<file path="config.mk">
export PLATFORM = sky130hd
export DESIGN_NAME = mem_stage
export DESIGN_NICKNAME = d
export VERILOG_FILES = /design/src/rtl/mem_stage.sv
export SDC_FILE = /design/constraint.sdc
export NUM_CORES = 1
export LEC_CHECK = 0
export ABC_CLOCK_PERIOD_IN_PS = 2900
export BUFFER_PORTS_ARGS = -buffer_cell sky130_fd_sc_hd__buf_2
export CORE_MARGIN = 4
export CORE_UTILIZATION = 35
export CTS_CLUSTER_DIAMETER = 200
export DETAILED_ROUTE_END_ITERATION = 8
export SLEW_MARGIN = 20
export SYNTH_ARGS = -nofsm -noshare
export SYNTH_HDL_FRONTEND = slang
export SYNTH_SLANG_ARGS = --single-unit
</file>
<file path="constraint.sdc">
create_clock -name i_clk -period 2.9 [get_ports i_clk]
set_clock_uncertainty 0.2 [all_clocks]
set_input_delay 0.29 -clock i_clk [delete_from_list [all_inputs] [get_ports i_clk]]
set_output_delay 0.29 -clock i_clk [all_outputs]
set_load 0.02 [all_outputs]
</file>
<file path="src/rtl/mem_stage.sv">
// mem_stage: RV32I MEM stage driving a req/ack data-memory port.
// Optional ack watchdog is built in when MEM_TIMEOUT_EN is defined.

module mem_stage #(
   parameter int unsigned TIMEOUT_CYCLES = 255
) (
   input  logic        i_clk,
   input  logic        i_rst,
   input  logic        i_in_valid,
   output logic        o_in_ready,
   input  logic        i_mem_read,
   input  logic        i_mem_write,
   input  logic [2:0]  i_funct3,
   input  logic [31:0] i_alu_result,
   input  logic [31:0] i_store_data,
   input  logic [4:0]  i_rd,
   input  logic        i_reg_write,
   output logic        o_dmem_req,
   output logic        o_dmem_we,
   output logic [31:0] o_dmem_addr,
   output logic [3:0]  o_dmem_be,
   output logic [31:0] o_dmem_wdata,
   input  logic        i_dmem_ack,
   input  logic [31:0] i_dmem_rdata,
   output logic        o_wb_valid,
   output logic [31:0] o_wb_data,
   output logic [4:0]  o_wb_rd,
   output logic        o_wb_reg_write,
   output logic        o_wb_misalign,
   output logic        o_wb_bus_err
);

   typedef enum logic {
      S_IDLE,
      S_BUSY
   } state_t;

   state_t r_state;
   state_t w_state_nxt;

   logic        r_req;
   logic        r_we;
   logic [31:0] r_addr;
   logic [3:0]  r_be;
   logic [31:0] r_wdata;
   logic [4:0]  r_rd;
   logic        r_reg_write;
   logic [2:0]  r_funct3;
   logic [1:0]  r_lane;
   logic        r_store;

   logic        r_wb_valid;
   logic [31:0] r_wb_data;
   logic [4:0]  r_wb_rd;
   logic        r_wb_reg_write;
   logic        r_wb_misalign;
   logic        r_wb_bus_err;

   logic        w_accept;
   logic        w_is_mem;
   logic        w_legal;
   logic        w_aligned;
   logic        w_violation;
   logic        w_start;
   logic        w_done;
   logic        w_timeout;
   logic [1:0]  w_lane;
   logic [3:0]  w_be;
   logic [31:0] w_wdata;
   logic [7:0]  w_rbyte;
   logic [15:0] w_rhalf;
   logic [31:0] w_load;

   // Decode the incoming access: legality, alignment and start condition.
   always_comb begin
      w_accept  = i_in_valid && (r_state == S_IDLE);
      w_is_mem  = i_mem_read || i_mem_write;
      w_lane    = i_alu_result[1:0];
      w_legal   = 1'b0;
      w_aligned = 1'b1;
      if (i_mem_write) begin
         w_legal = (i_funct3 == 3'b000) || (i_funct3 == 3'b001) ||
                   (i_funct3 == 3'b010);
      end else begin
         w_legal = (i_funct3 == 3'b000) || (i_funct3 == 3'b001) ||
                   (i_funct3 == 3'b010) || (i_funct3 == 3'b100) ||
                   (i_funct3 == 3'b101);
      end
      case (i_funct3[1:0])
         2'b01:   w_aligned = ~w_lane[0];
         2'b10:   w_aligned = (w_lane == 2'b00);
         default: w_aligned = 1'b1;
      endcase
      w_violation = w_is_mem && !(w_legal && w_aligned);
      w_start     = w_accept && w_is_mem && !w_violation;
   end

   // Store lane steering; loads always read the full word.
   always_comb begin
      w_be    = 4'b1111;
      w_wdata = i_store_data;
      if (i_mem_write) begin
         case (i_funct3[1:0])
            2'b00: begin
               w_be    = 4'b0001 << w_lane;
               w_wdata = {4{i_store_data[7:0]}};
            end
            2'b01: begin
               w_be    = 4'b0011 << w_lane;
               w_wdata = {2{i_store_data[15:0]}};
            end
            default: begin
               w_be    = 4'b1111;
               w_wdata = i_store_data;
            end
         endcase
      end
   end

   // Pick the addressed byte/half from the returned word and extend it.
   always_comb begin
      w_rbyte = i_dmem_rdata[{r_lane, 3'b000} +: 8];
      w_rhalf = r_lane[1] ? i_dmem_rdata[31:16] : i_dmem_rdata[15:0];
      case (r_funct3)
         3'b000:  w_load = {{24{w_rbyte[7]}}, w_rbyte};
         3'b100:  w_load = {24'd0, w_rbyte};
         3'b001:  w_load = {{16{w_rhalf[15]}}, w_rhalf};
         3'b101:  w_load = {16'd0, w_rhalf};
         default: w_load = i_dmem_rdata;
      endcase
   end

   assign w_done = (r_state == S_BUSY) && i_dmem_ack;

`ifdef MEM_TIMEOUT_EN
   localparam int unsigned LOG_W = $clog2(TIMEOUT_CYCLES + 1);
   localparam int unsigned CW    = (LOG_W > 8) ? LOG_W : 8;

   logic [CW-1:0] r_cnt;

   // r_cnt holds BUSY cycles already spent without ack; the abort fires
   // on the edge that would make it reach TIMEOUT_CYCLES.
   assign w_timeout = (r_state == S_BUSY) && !i_dmem_ack &&
                      (r_cnt == CW'(TIMEOUT_CYCLES - 1));

   // Watchdog count of unacknowledged BUSY cycles.
   always_ff @(posedge i_clk) begin
      if (i_rst) begin
         r_cnt <= '0;
      end else if (w_start) begin
         r_cnt <= '0;
      end else if ((r_state == S_BUSY) && !i_dmem_ack) begin
         r_cnt <= r_cnt + CW'(1);
      end
   end
`else
   logic w_unused_timeout;

   // Without the watchdog the parameter has no effect.
   assign w_unused_timeout = ^TIMEOUT_CYCLES;
   assign w_timeout        = 1'b0;
`endif

   // State register.
   always_ff @(posedge i_clk) begin
      if (i_rst) begin
         r_state <= S_IDLE;
      end else begin
         r_state <= w_state_nxt;
      end
   end

   // Next state and ready.
   always_comb begin
      w_state_nxt = r_state;
      o_in_ready  = (r_state == S_IDLE);
      unique case (r_state)
         S_IDLE: begin
            if (w_start) begin
               w_state_nxt = S_BUSY;
            end
         end
         S_BUSY: begin
            if (w_done || w_timeout) begin
               w_state_nxt = S_IDLE;
            end
         end
      endcase
   end

   // Memory request and write-back registers.
   always_ff @(posedge i_clk) begin
      if (i_rst) begin
         r_req          <= 1'b0;
         r_we           <= 1'b0;
         r_addr         <= '0;
         r_be           <= '0;
         r_wdata        <= '0;
         r_rd           <= '0;
         r_reg_write    <= 1'b0;
         r_funct3       <= '0;
         r_lane         <= '0;
         r_store        <= 1'b0;
         r_wb_valid     <= 1'b0;
         r_wb_data      <= '0;
         r_wb_rd        <= '0;
         r_wb_reg_write <= 1'b0;
         r_wb_misalign  <= 1'b0;
         r_wb_bus_err   <= 1'b0;
      end else begin
         r_wb_valid <= 1'b0;
         if (w_accept && !w_is_mem) begin
            r_wb_valid     <= 1'b1;
            r_wb_data      <= i_alu_result;
            r_wb_rd        <= i_rd;
            r_wb_reg_write <= i_reg_write;
            r_wb_misalign  <= 1'b0;
            r_wb_bus_err   <= 1'b0;
         end else if (w_accept && w_violation) begin
            r_wb_valid     <= 1'b1;
            r_wb_data      <= i_alu_result;
            r_wb_rd        <= i_rd;
            r_wb_reg_write <= 1'b0;
            r_wb_misalign  <= 1'b1;
            r_wb_bus_err   <= 1'b0;
         end else if (w_start) begin
            r_req       <= 1'b1;
            r_we        <= i_mem_write;
            r_addr      <= {i_alu_result[31:2], 2'b00};
            r_be        <= w_be;
            r_wdata     <= w_wdata;
            r_rd        <= i_rd;
            r_reg_write <= i_reg_write;
            r_funct3    <= i_funct3;
            r_lane      <= w_lane;
            r_store     <= i_mem_write;
         end else if (w_done) begin
            r_req          <= 1'b0;
            r_wb_valid     <= 1'b1;
            r_wb_data      <= r_store ? 32'd0 : w_load;
            r_wb_rd        <= r_rd;
            r_wb_reg_write <= r_store ? 1'b0 : r_reg_write;
            r_wb_misalign  <= 1'b0;
            r_wb_bus_err   <= 1'b0;
         end else if (w_timeout) begin
            r_req          <= 1'b0;
            r_wb_valid     <= 1'b1;
            r_wb_data      <= 32'd0;
            r_wb_rd        <= r_rd;
            r_wb_reg_write <= 1'b0;
            r_wb_misalign  <= 1'b0;
            r_wb_bus_err   <= 1'b1;
         end
      end
   end

   assign o_dmem_req     = r_req;
   assign o_dmem_we      = r_we;
   assign o_dmem_addr    = r_addr;
   assign o_dmem_be      = r_be;
   assign o_dmem_wdata   = r_wdata;
   assign o_wb_valid     = r_wb_valid;
   assign o_wb_data      = r_wb_data;
   assign o_wb_rd        = r_wb_rd;
   assign o_wb_reg_write = r_wb_reg_write;
   assign o_wb_misalign  = r_wb_misalign;
   assign o_wb_bus_err   = r_wb_bus_err;

endmodule
</file>
==> results of run 1 <==
layer usage:
layer	track usage (%)	part of all wire (%)	vias to the layer above	wire length (um)
met4	4.76	0.83	0	163
met2	34.3	47	218	9210
met3	6.17	7.9	15	1550
met1	27.5	44	2837	8760
li1	-	-	2922	-
met5	0	0	-	0
flip-flops by register name, indices dropped and copies added (netlist names):
name / cells
o_dmem_wdata: 32
o_wb_data: 32
o_dmem_addr: 30
o_wb_rd: 5
r_rd: 5
o_dmem_be: 4
r_funct3: 3
r_lane: 2
o_dmem_req: 1
o_wb_misalign: 1
o_wb_reg_write: 1
o_wb_valid: 1
r_reg_write: 1
r_state: 1
r_store: 1
cells by family (layout without fill, tap and decap cells):
logic type                 after synthesis  in the layout  synth area share, %
AOI/OAI and AO/OA                      222            222                 28.4
adders and majority gates                3              3                0.663
buffers and inverters                   73            337                 6.43
DFF                                    120            120                 42.4
muxes                                   21             21                 4.38
other                                    1              3               0.0662
and+or+nand+nor                        237            237                 17.6
power breakdown:
group | switching [mW] | total, mW | internal, mW
combinational | 0.513 | 0.881 | 0.367
sequential | 0.0546 | 1.81 | 1.76
clock | 0.757 | 1.97 | 1.22
total | 1.32 | 4.66 | 3.34
cell usage in the layout, fill, tap and decap left out, drive strengths merged, types with 6 or more instances in the layout:
master,Yosys,final
a311oi,16,16
a21o,7,7
o21a,24,24
o22ai,7,7
dlygate4sd3,0,57
a2111oi,14,14
mux2i,18,18
o21ai,11,11
dfxtp,120,120
nor2,48,48
o221a,24,24
buf,33,241
a211oi,17,17
a21oi,76,76
a221oi,8,8
inv,6,6
nand2,147,147
nor2b,17,17
and2,9,9
a22o,9,9
clkbuf,33,24
worst paths after layout:
kind / from / end / slack [ns] / depth (start not counted)
worst max-delay path: i_funct3[1] / o_dmem_wdata[24] / 0.21 / 10
worst min-delay path: i_store_data[16] / o_dmem_wdata[16] / 0.02 / 3
worst max register to register: r_lane[1] / o_wb_data[27] / 0.46 / 6
worst min register to register: o_dmem_addr[5] / o_dmem_addr[5] / 0.25 / 2
cell type report:
cell class	instances	area [um^2]	area share, %
Clock buffer	24	472	5.88
Clock inverter	8	72.6	0.904
Inverter	7	26.3	0.327
Multi-Input combinational cell	486	2920	36.4
Sequential cell	120	2400	29.9
Tap cell	216	270	3.37
Timing Repair Buffer	298	1860	23.2
worst register-to-register path, stage by stage (launching register included):
cell and delay, ns:
sky130_fd_sc_hd__dfxtp_1 0.47, sky130_fd_sc_hd__buf_4 0.28, sky130_fd_sc_hd__inv_2 0.09, sky130_fd_sc_hd__mux4_2 0.42, sky130_fd_sc_hd__nand2_1 0.44, sky130_fd_sc_hd__a21oi_1 0.17
sky130_fd_sc_hd__o221a_1 0.25
repair_timing:
action,in CTS,in global routing
hold buffers,57,0
gates resized for setup,0,0
endpoints found under the hold margin,68,0
==> summary.json, run 1 <==
{
  "seq_area_frac_synth": {"value": 42.4, "unit": "%"},
  "grt_start_max_net_pins": {"value": 96},
  "tritoncts": {"value": "done"},
  "finalCritPeriodShare": {"value": 92.8, "unit": "%"},
  "post-cts-setup-buffer-count": {"value": 0},
  "drt_first_iter_violations": {"value": 450},
  "crit_slowest_cell": {"value": "sky130_fd_sc_hd__dlygate4sd3_1"},
  "worstPathArrival": {"value": 2.81, "unit": "ns"},
  "irDropWorstVdd": {"value": 0.000432, "unit": "V"},
  "antenna_left": {"value": 0},
  "hold_path.class": {"value": "in2reg"},
  "critPathTopFamily": {"value": "buffers and inverters"},
  "synthTopCellsByCount": {"value": "sky130_fd_sc_hd__nand2_1, sky130_fd_sc_hd__dfxtp_1, sky130_fd_sc_hd__a21oi_1"},
  "floorplan.rows": {"value": 46},
  "synthesis.yosys.warnings": {"value": 0},
  "syn_area": {"value": 5660, "unit": "um^2"},
  "ios": {"value": 223},
  "post_synth_main_area_contributors": {"value": "sky130_fd_sc_hd__dfxtp_1, sky130_fd_sc_hd__nand2_1, sky130_fd_sc_hd__a21oi_1"},
  "clock_latency": {"value": 0.41, "unit": "ns"},
  "finish.cell_count_without_fillers": {"value": 1159},
  "worst_setup_hold_path_clk_slew": {"value": 0.06, "unit": "ns"},
  "report.final.slew_viol_count": {"value": 0},
  "design.core.area": {"value": 15900, "unit": "um^2"},
  "crit_end_element": {"value": "register"},
  "final_util": {"value": 50.5, "unit": "%"},
  "synth.lib_cells_used.distinct": {"value": 46},
  "critical_path_buf_inv_count": {"value": 4},
  "power.static_leakage": {"value": 3.46, "unit": "nW"},
  "tritoncts.num_buffers": {"value": 17},
  "route.detailed.drc": {"value": 0},
  "cts.path.max_buffers": {"value": 2},
  "ratio_of_routed_vias_to_standard_cells": {"value": 5.17},
  "place_worst_setup_slack": {"value": 0.314, "unit": "ns"},
  "power-per-cell-area": {"value": 581, "unit": "nW/um^2"},
  "die_width": {"value": 135, "unit": "um"},
  "yosysMostFrequentCell": {"value": "sky130_fd_sc_hd__nand2_1"},
  "dr_total_vias": {"value": 5992},
  "grt_pass1_wl": {"value": 30800, "unit": "um"},
  "start_util": {"value": 35.6, "unit": "%"},
  "cts_root_buf": {"value": "sky130_fd_sc_hd__clkbuf_16"},
  "cts_max_level": {"value": 4},
  "postSynth.asyncResetShare": {"value": 0, "unit": "%"},
  "post_synth_inst_count": {"value": 677},
  "timing.final.setup_violations": {"value": 0},
  "antenna_violations_before_repair": {"value": 0},
  "outcome": {"value": "complete, no violations"},
  "total_die_area": {"value": 18300, "unit": "um^2"},
  "placedCellCount": {"value": 1070},
  "hold_violations": {"value": 0},
  "layout-area-overhead-vs-synth": {"value": 41.7, "unit": "%"},
  "postSynthRegisterBits": {"value": 120},
  "numPortBuffers": {"value": 219},
  "detail_route.wirelength": {"value": 19700, "unit": "um"},
  "final.fill_count": {"value": 1591},
  "tns": {"value": 0, "unit": "ns"},
  "fin_hold_ws": {"value": 0.0213, "unit": "ns"},
  "diodes": {"value": 0},
  "critPathKind": {"value": "in2reg"},
  "worst_slew_pin_slew": {"value": 1.05, "unit": "ns"},
  "final_net_count": {"value": 1044},
  "grt_setup_unrepaired": {"value": "no"},
  "detailedPlacementHpwl": {"value": 13600, "unit": "um"},
  "max_capacitance_violation_count": {"value": 0},
  "synthesis.area_per_instance": {"value": 8.36, "unit": "um^2"},
  "die_outline_height": {"value": 135, "unit": "um"},
  "setup.worst_path.start_class": {"value": "input pin"},
  "post-route-worst-setup-slack": {"value": 0.209, "unit": "ns"},
  "grt-ovfl-total": {"value": 0},
  "critPathRequiredTime": {"value": 3.02, "unit": "ns"},
  "detail_route.first_pass.iterations": {"value": 6},
  "finalInstanceArea": {"value": 8030, "unit": "um^2"},
  "all_layer_global_routing_usage": {"value": 21.0, "unit": "%"},
  "worstPathCellList": {"value": "dlygate4sd3_1 -> buf_2 -> inv_1 -> ha_1 -> nand2b_1 -> a31oi_4 -> and3_4 -> buf_4 -> nor2_1 -> a311oi_1"},
  "postPlaceCellArea": {"value": 6910, "unit": "um^2"},
  "detail_route.wl_per_cell": {"value": 17.0, "unit": "um"},
  "via_count_of_the_first_global_routing_pass": {"value": 5785},
  "maxSlewHeadroom": {"value": 29.8, "unit": "%"},
  "synth_top_area_share": {"value": 42.4, "unit": "%"},
  "gp_congestion": {"value": 0.844},
  "final_layout_size_suffix_gt1_share": {"value": 30.1, "unit": "%"},
  "design_power_total": {"value": 4.66, "unit": "mW"},
  "synth_ff_type": {"value": "sky130_fd_sc_hd__dfxtp_1"},
  "period_needed": {"value": 2.69, "unit": "ns"},
  "clock_sink_count": {"value": 120},
  "max_freq": {"value": 372, "unit": "MHz"},
  "number_of_flops_mapped_to_enable_cells_by_yosys": {"value": 0},
  "cp_max_fo": {"value": 23},
  "yosysTopAreaCell": {"value": "sky130_fd_sc_hd__dfxtp_1"},
  "max_stage_delay": {"value": 0.53, "unit": "ns"}
}
Note: power is estimated with default switching activity, not from simulation.
==> run 2: changes to the inputs <==
--- a/config.mk
+++ b/config.mk
@@ -5,12 +5,14 @@
 export SDC_FILE = /design/constraint.sdc
 export NUM_CORES = 1
 export LEC_CHECK = 0
+export ABC_AREA = 1
 export ABC_CLOCK_PERIOD_IN_PS = 2900
 export BUFFER_PORTS_ARGS = -buffer_cell sky130_fd_sc_hd__buf_2
 export CORE_MARGIN = 4
-export CORE_UTILIZATION = 35
+export CORE_UTILIZATION = 50
 export CTS_CLUSTER_DIAMETER = 200
 export DETAILED_ROUTE_END_ITERATION = 8
+export PLACE_DENSITY = 0.81
 export SLEW_MARGIN = 20
 export SYNTH_ARGS = -nofsm -noshare
 export SYNTH_HDL_FRONTEND = slang
==> summary.json, run 2 <==
{
  "outcome": {"value": "complete, no violations", "change": "unchanged"},
  "drt_first_iter_violations": {"value": 836, "change": "was 450"},
  "critPathKind": {"value": "in2reg", "change": "unchanged"},
  "diodes": {"value": 0, "change": "unchanged"},
  "grt_setup_unrepaired": {"value": "no", "change": "unchanged"},
  "worst_setup_hold_path_clk_slew": {"value": 0.05, "unit": "ns", "change": "was 0.06 ns"},
  "cts.path.max_buffers": {"value": 2, "change": "unchanged"},
  "cp_common_cell": {"value": "sky130_fd_sc_hd__buf_4"},
  "numPortBuffers": {"value": 219, "change": "unchanged"},
  "ratio_of_routed_vias_to_standard_cells": {"value": 5.37, "change": "was 5.17"},
  "synth_ff_type": {"value": "sky130_fd_sc_hd__dfxtp_1", "change": "unchanged"},
  "timing.final.setup_violations": {"value": 0, "change": "unchanged"},
  "grt_start_max_net_pins": {"value": 64, "change": "was 96"},
  "cp_max_fo": {"value": 28, "change": "was 23"},
  "crit_slowest_cell": {"value": "sky130_fd_sc_hd__dlygate4sd3_1", "change": "unchanged"},
  "post_cts_resize_count": {"value": 0, "change": "unchanged"},
  "synthesis.area_per_instance": {"value": 6.41, "unit": "um^2", "change": "was 8.36 um^2"},
  "gp_congestion": {"value": 0.972, "change": "was 0.844"},
  "critPathTopFamily": {"value": "buffers and inverters", "change": "unchanged"},
  "maxSlewHeadroom": {"value": 56.5, "unit": "%", "change": "was 29.8%"},
  "grt-ovfl-total": {"value": 0, "change": "unchanged"},
  "number_of_flops_mapped_to_enable_cells_by_yosys": {"value": 0, "change": "unchanged"},
  "irDropWorstVdd": {"value": 0.000459, "unit": "V", "change": "was 0.000432 V"},
  "postSynthRegisterBits": {"value": 120, "change": "unchanged"},
  "worst_slew_pin_slew": {"value": 0.651, "unit": "ns", "change": "was 1.05 ns"},
  "floorplan.rows": {"value": 40, "change": "was 46"},
  "hold_violations": {"value": 0, "change": "unchanged"},
  "setup.reg_to_reg.worst_slack": {"value": 0.54, "unit": "ns", "change": "was 0.46 ns"},
  "layout-area-overhead-vs-synth": {"value": 37.2, "unit": "%", "change": "was 41.7%"},
  "cts_max_level": {"value": 4, "change": "unchanged"},
  "netSwitchingPower": {"value": 1.56, "unit": "mW", "change": "was 1.32 mW"},
  "via_count_of_the_first_global_routing_pass": {"value": 6892, "change": "was 5785"},
  "clock_power_share": {"value": 39.2, "unit": "%", "change": "was 42.3%"},
  "synth.lib_cells_used.distinct": {"value": 33, "change": "was 46"},
  "p_comb_share": {"value": 23.6, "unit": "%", "change": "was 18.9%"},
  "detailedPlacementHpwl": {"value": 14800, "unit": "um", "change": "was 13600 um"},
  "p_sw_share": {"value": 31.4, "unit": "%", "change": "was 28.4%"},
  "critical_path_buf_inv_count": {"value": 6, "change": "was 4"},
  "die_outline_height": {"value": 119, "unit": "um", "change": "was 135 um"},
  "die_width": {"value": 119, "unit": "um", "change": "was 135 um"},
  "finalCritPeriodShare": {"value": 90.3, "unit": "%", "change": "was 92.8%"},
  "tritoncts": {"value": "done", "change": "unchanged"},
  "max_stage_delay": {"value": 0.55, "unit": "ns", "change": "was 0.53 ns"},
  "yosysMostFrequentCell": {"value": "sky130_fd_sc_hd__nand2_1", "change": "unchanged"},
  "synthesis.yosys.warnings": {"value": 0, "change": "unchanged"},
  "final_layout_size_suffix_gt1_share": {"value": 24.1, "unit": "%", "change": "was 30.1%"},
  "clock_latency": {"value": 0.41, "unit": "ns", "change": "about the same"},
  "ios": {"value": 223, "change": "unchanged"},
  "intPower": {"value": 3.41, "unit": "mW", "change": "was 3.34 mW"},
  "synth_top_area_share": {"value": 39.3, "unit": "%", "change": "was 42.4%"},
  "seq_area_frac_synth": {"value": 39.3, "unit": "%", "change": "was 42.4%"},
  "design.core.area": {"value": 12000, "unit": "um^2", "change": "was 15900 um^2"},
  "max_freq": {"value": 382, "unit": "MHz", "change": "was 372 MHz"},
  "layout.cells.most_common": {"value": "sky130_fd_sc_hd__nand2_1", "change": "was sky130_fd_sc_hd__buf_2"},
  "critPathRequiredTime": {"value": 3.03, "unit": "ns", "change": "was 3.02 ns"},
  "antenna_left": {"value": 0, "change": "unchanged"},
  "crit_end_element": {"value": "register", "change": "unchanged"},
  "worstPathCellList": {"value": "dlygate4sd3_1 -> buf_2 -> inv_1 -> ha_1 -> buf_4 -> nor2_1 -> a21oi_2 -> nand3_2 -> inv_2 -> buf_4 -> nand2_1 -> a21oi_1", "change": "was dlygate4sd3_1 -> buf_2 -> inv_1 -> ha_1 -> nand2b_1 -> a31oi_4 -> and3_4 -> buf_4 -> nor2_1 -> a311oi_1"},
  "setup.worst_path.start_class": {"value": "input pin", "change": "unchanged"},
  "hold_path.class": {"value": "in2reg", "change": "unchanged"},
  "worstPathArrival": {"value": 2.74, "unit": "ns", "change": "was 2.81 ns"},
  "finalInstanceArea": {"value": 8380, "unit": "um^2", "change": "was 8030 um^2"},
  "postPlaceCellArea": {"value": 7240, "unit": "um^2", "change": "was 6910 um^2"},
  "all_layer_global_routing_usage": {"value": 31.3, "unit": "%", "change": "was 21.0%"},
  "antenna_violations_before_repair": {"value": 0, "change": "unchanged"},
  "power-per-cell-area": {"value": 592, "unit": "nW/um^2", "change": "was 581 nW/um^2"},
  "start_util": {"value": 50.9, "unit": "%", "change": "was 35.6%"},
  "layout.cells.most_common_list": {"value": "sky130_fd_sc_hd__nand2_1, sky130_fd_sc_hd__buf_2, sky130_fd_sc_hd__nor2_1", "change": "was sky130_fd_sc_hd__buf_2, sky130_fd_sc_hd__nand2_1, sky130_fd_sc_hd__dfxtp_1"},
  "syn_area": {"value": 6110, "unit": "um^2", "change": "was 5660 um^2"},
  "detail_route.first_pass.iterations": {"value": 6, "change": "unchanged"},
  "detail_route.wirelength": {"value": 22500, "unit": "um", "change": "was 19700 um"},
  "max_capacitance_violation_count": {"value": 0, "change": "unchanged"},
  "yosysTopAreaCell": {"value": "sky130_fd_sc_hd__dfxtp_1", "change": "unchanged"},
  "report.final.slew_viol_count": {"value": 0, "change": "unchanged"},
  "tns": {"value": 0, "unit": "ns", "change": "unchanged"},
  "postSynth.asyncResetShare": {"value": 0, "unit": "%", "change": "unchanged"},
  "synthTopCellsByCount": {"value": "sky130_fd_sc_hd__nand2_1, sky130_fd_sc_hd__nor2_1, sky130_fd_sc_hd__dfxtp_1", "change": "was sky130_fd_sc_hd__nand2_1, sky130_fd_sc_hd__dfxtp_1, sky130_fd_sc_hd__a21oi_1"},
  "post_synth_inst_count": {"value": 953, "change": "was 677"},
  "detail_route.wl_per_cell": {"value": 16.5, "unit": "um", "change": "was 17.0 um"},
  "final_net_count": {"value": 1320, "change": "was 1044"},
  "route.detailed.drc": {"value": 0, "change": "unchanged"},
  "finish.cell_count_without_fillers": {"value": 1365, "change": "was 1159"},
  "post_synth_main_area_contributors": {"value": "sky130_fd_sc_hd__dfxtp_1, sky130_fd_sc_hd__nand2_1, sky130_fd_sc_hd__a21oi_1", "change": "unchanged"},
  "total_die_area": {"value": 14100, "unit": "um^2", "change": "was 18300 um^2"},
  "power.static_leakage": {"value": 4.26, "unit": "nW", "change": "was 3.46 nW"},
  "tritoncts.num_buffers": {"value": 17, "change": "unchanged"},
  "dr_total_vias": {"value": 7325, "change": "was 5992"},
  "placedCellCount": {"value": 1274, "change": "was 1070"},
  "register_share_of_total_power": {"value": 37.2, "unit": "%", "change": "was 38.8%"},
  "grt_pass1_wl": {"value": 35600, "unit": "um", "change": "was 30800 um"},
  "period_needed": {"value": 2.62, "unit": "ns", "change": "was 2.69 ns"},
  "clock_sink_count": {"value": 120, "change": "unchanged"},
  "cts_root_buf": {"value": "sky130_fd_sc_hd__clkbuf_16", "change": "unchanged"}
}
[run 2: final timing paths]
check                  startpoint               to  cells after the start
setup reg to reg      r_funct3[1]    o_wb_data[23]                      9
setup / recovery      i_funct3[0]  o_dmem_addr[24]                     12
hold reg to reg   o_dmem_addr[29]  o_dmem_addr[29]                      2
hold / removal        i_funct3[1]      r_funct3[1]                      3
[run 2: cell families after synthesis]
group	Yosys count	share of synthesized area [%]
adders and majority gates	3	0.614
and+or+nand+nor	516	34.6
other	1	0.0614
DFF	120	39.3
buffers and inverters	123	8.68
AOI/OAI and AO/OA	190	16.8
[run 2: metal layers]
layer | vias up | global-route usage (%) | share of wire (%)
met2 | 401 | 50.8 | 47
li1 | 3562 | - | -
met1 | 3279 | 38.9 | 40
met5 | - | 0 | 0
met3 | 83 | 7.99 | 9.2
met4 | 0 | 14.7 | 3.9
[run 2: repair_timing]
action,in CTS,in global routing
hold buffers,60,0
setup buffers,0,0
endpoints found under the hold margin,74,0
[run 2: cell type report]
cell class,count,area [um^2]
fillers,1031,3630
multi-input cells,712,3180
flip-flops and latches,120,2400
repair buffers,300,1870
clock buffers,22,464
inverters,55,206
well taps,147,184
clock inverters,9,76.3
[run 2: through the flow]
stage               worst slack (ns)  power, mW  hold WS [ns]  util, %
finish                         0.281       4.97        0.0213     69.8
global route                   0.169       5.18        0.0366     69.8
CTS                            0.408       4.96       0.00379     69.8
detailed placement             0.503       2.96         0.253     60.3
global placement               0.589       2.95         0.244     60.3
floorplan                       1.05       2.58         0.230        -
[run 2: worst min-delay path: stages]
cell,delay (ns)
sky130_fd_sc_hd__buf_2,0.10
sky130_fd_sc_hd__o21ai_0,0.09
sky130_fd_sc_hd__a21oi_1,0.11
[run 2: power groups by stage]
stage,Combinational (mW),Sequential [mW],Clock (mW)
5_1_grt,1.28,1.86,2.03
3_5_place_dp,1.08,1.88,0
2_1_floorplan,0.575,2.01,0
6_report,1.17,1.85,1.95
4_1_cts,1.15,1.85,1.97
3_3_place_gp,1.07,1.88,0
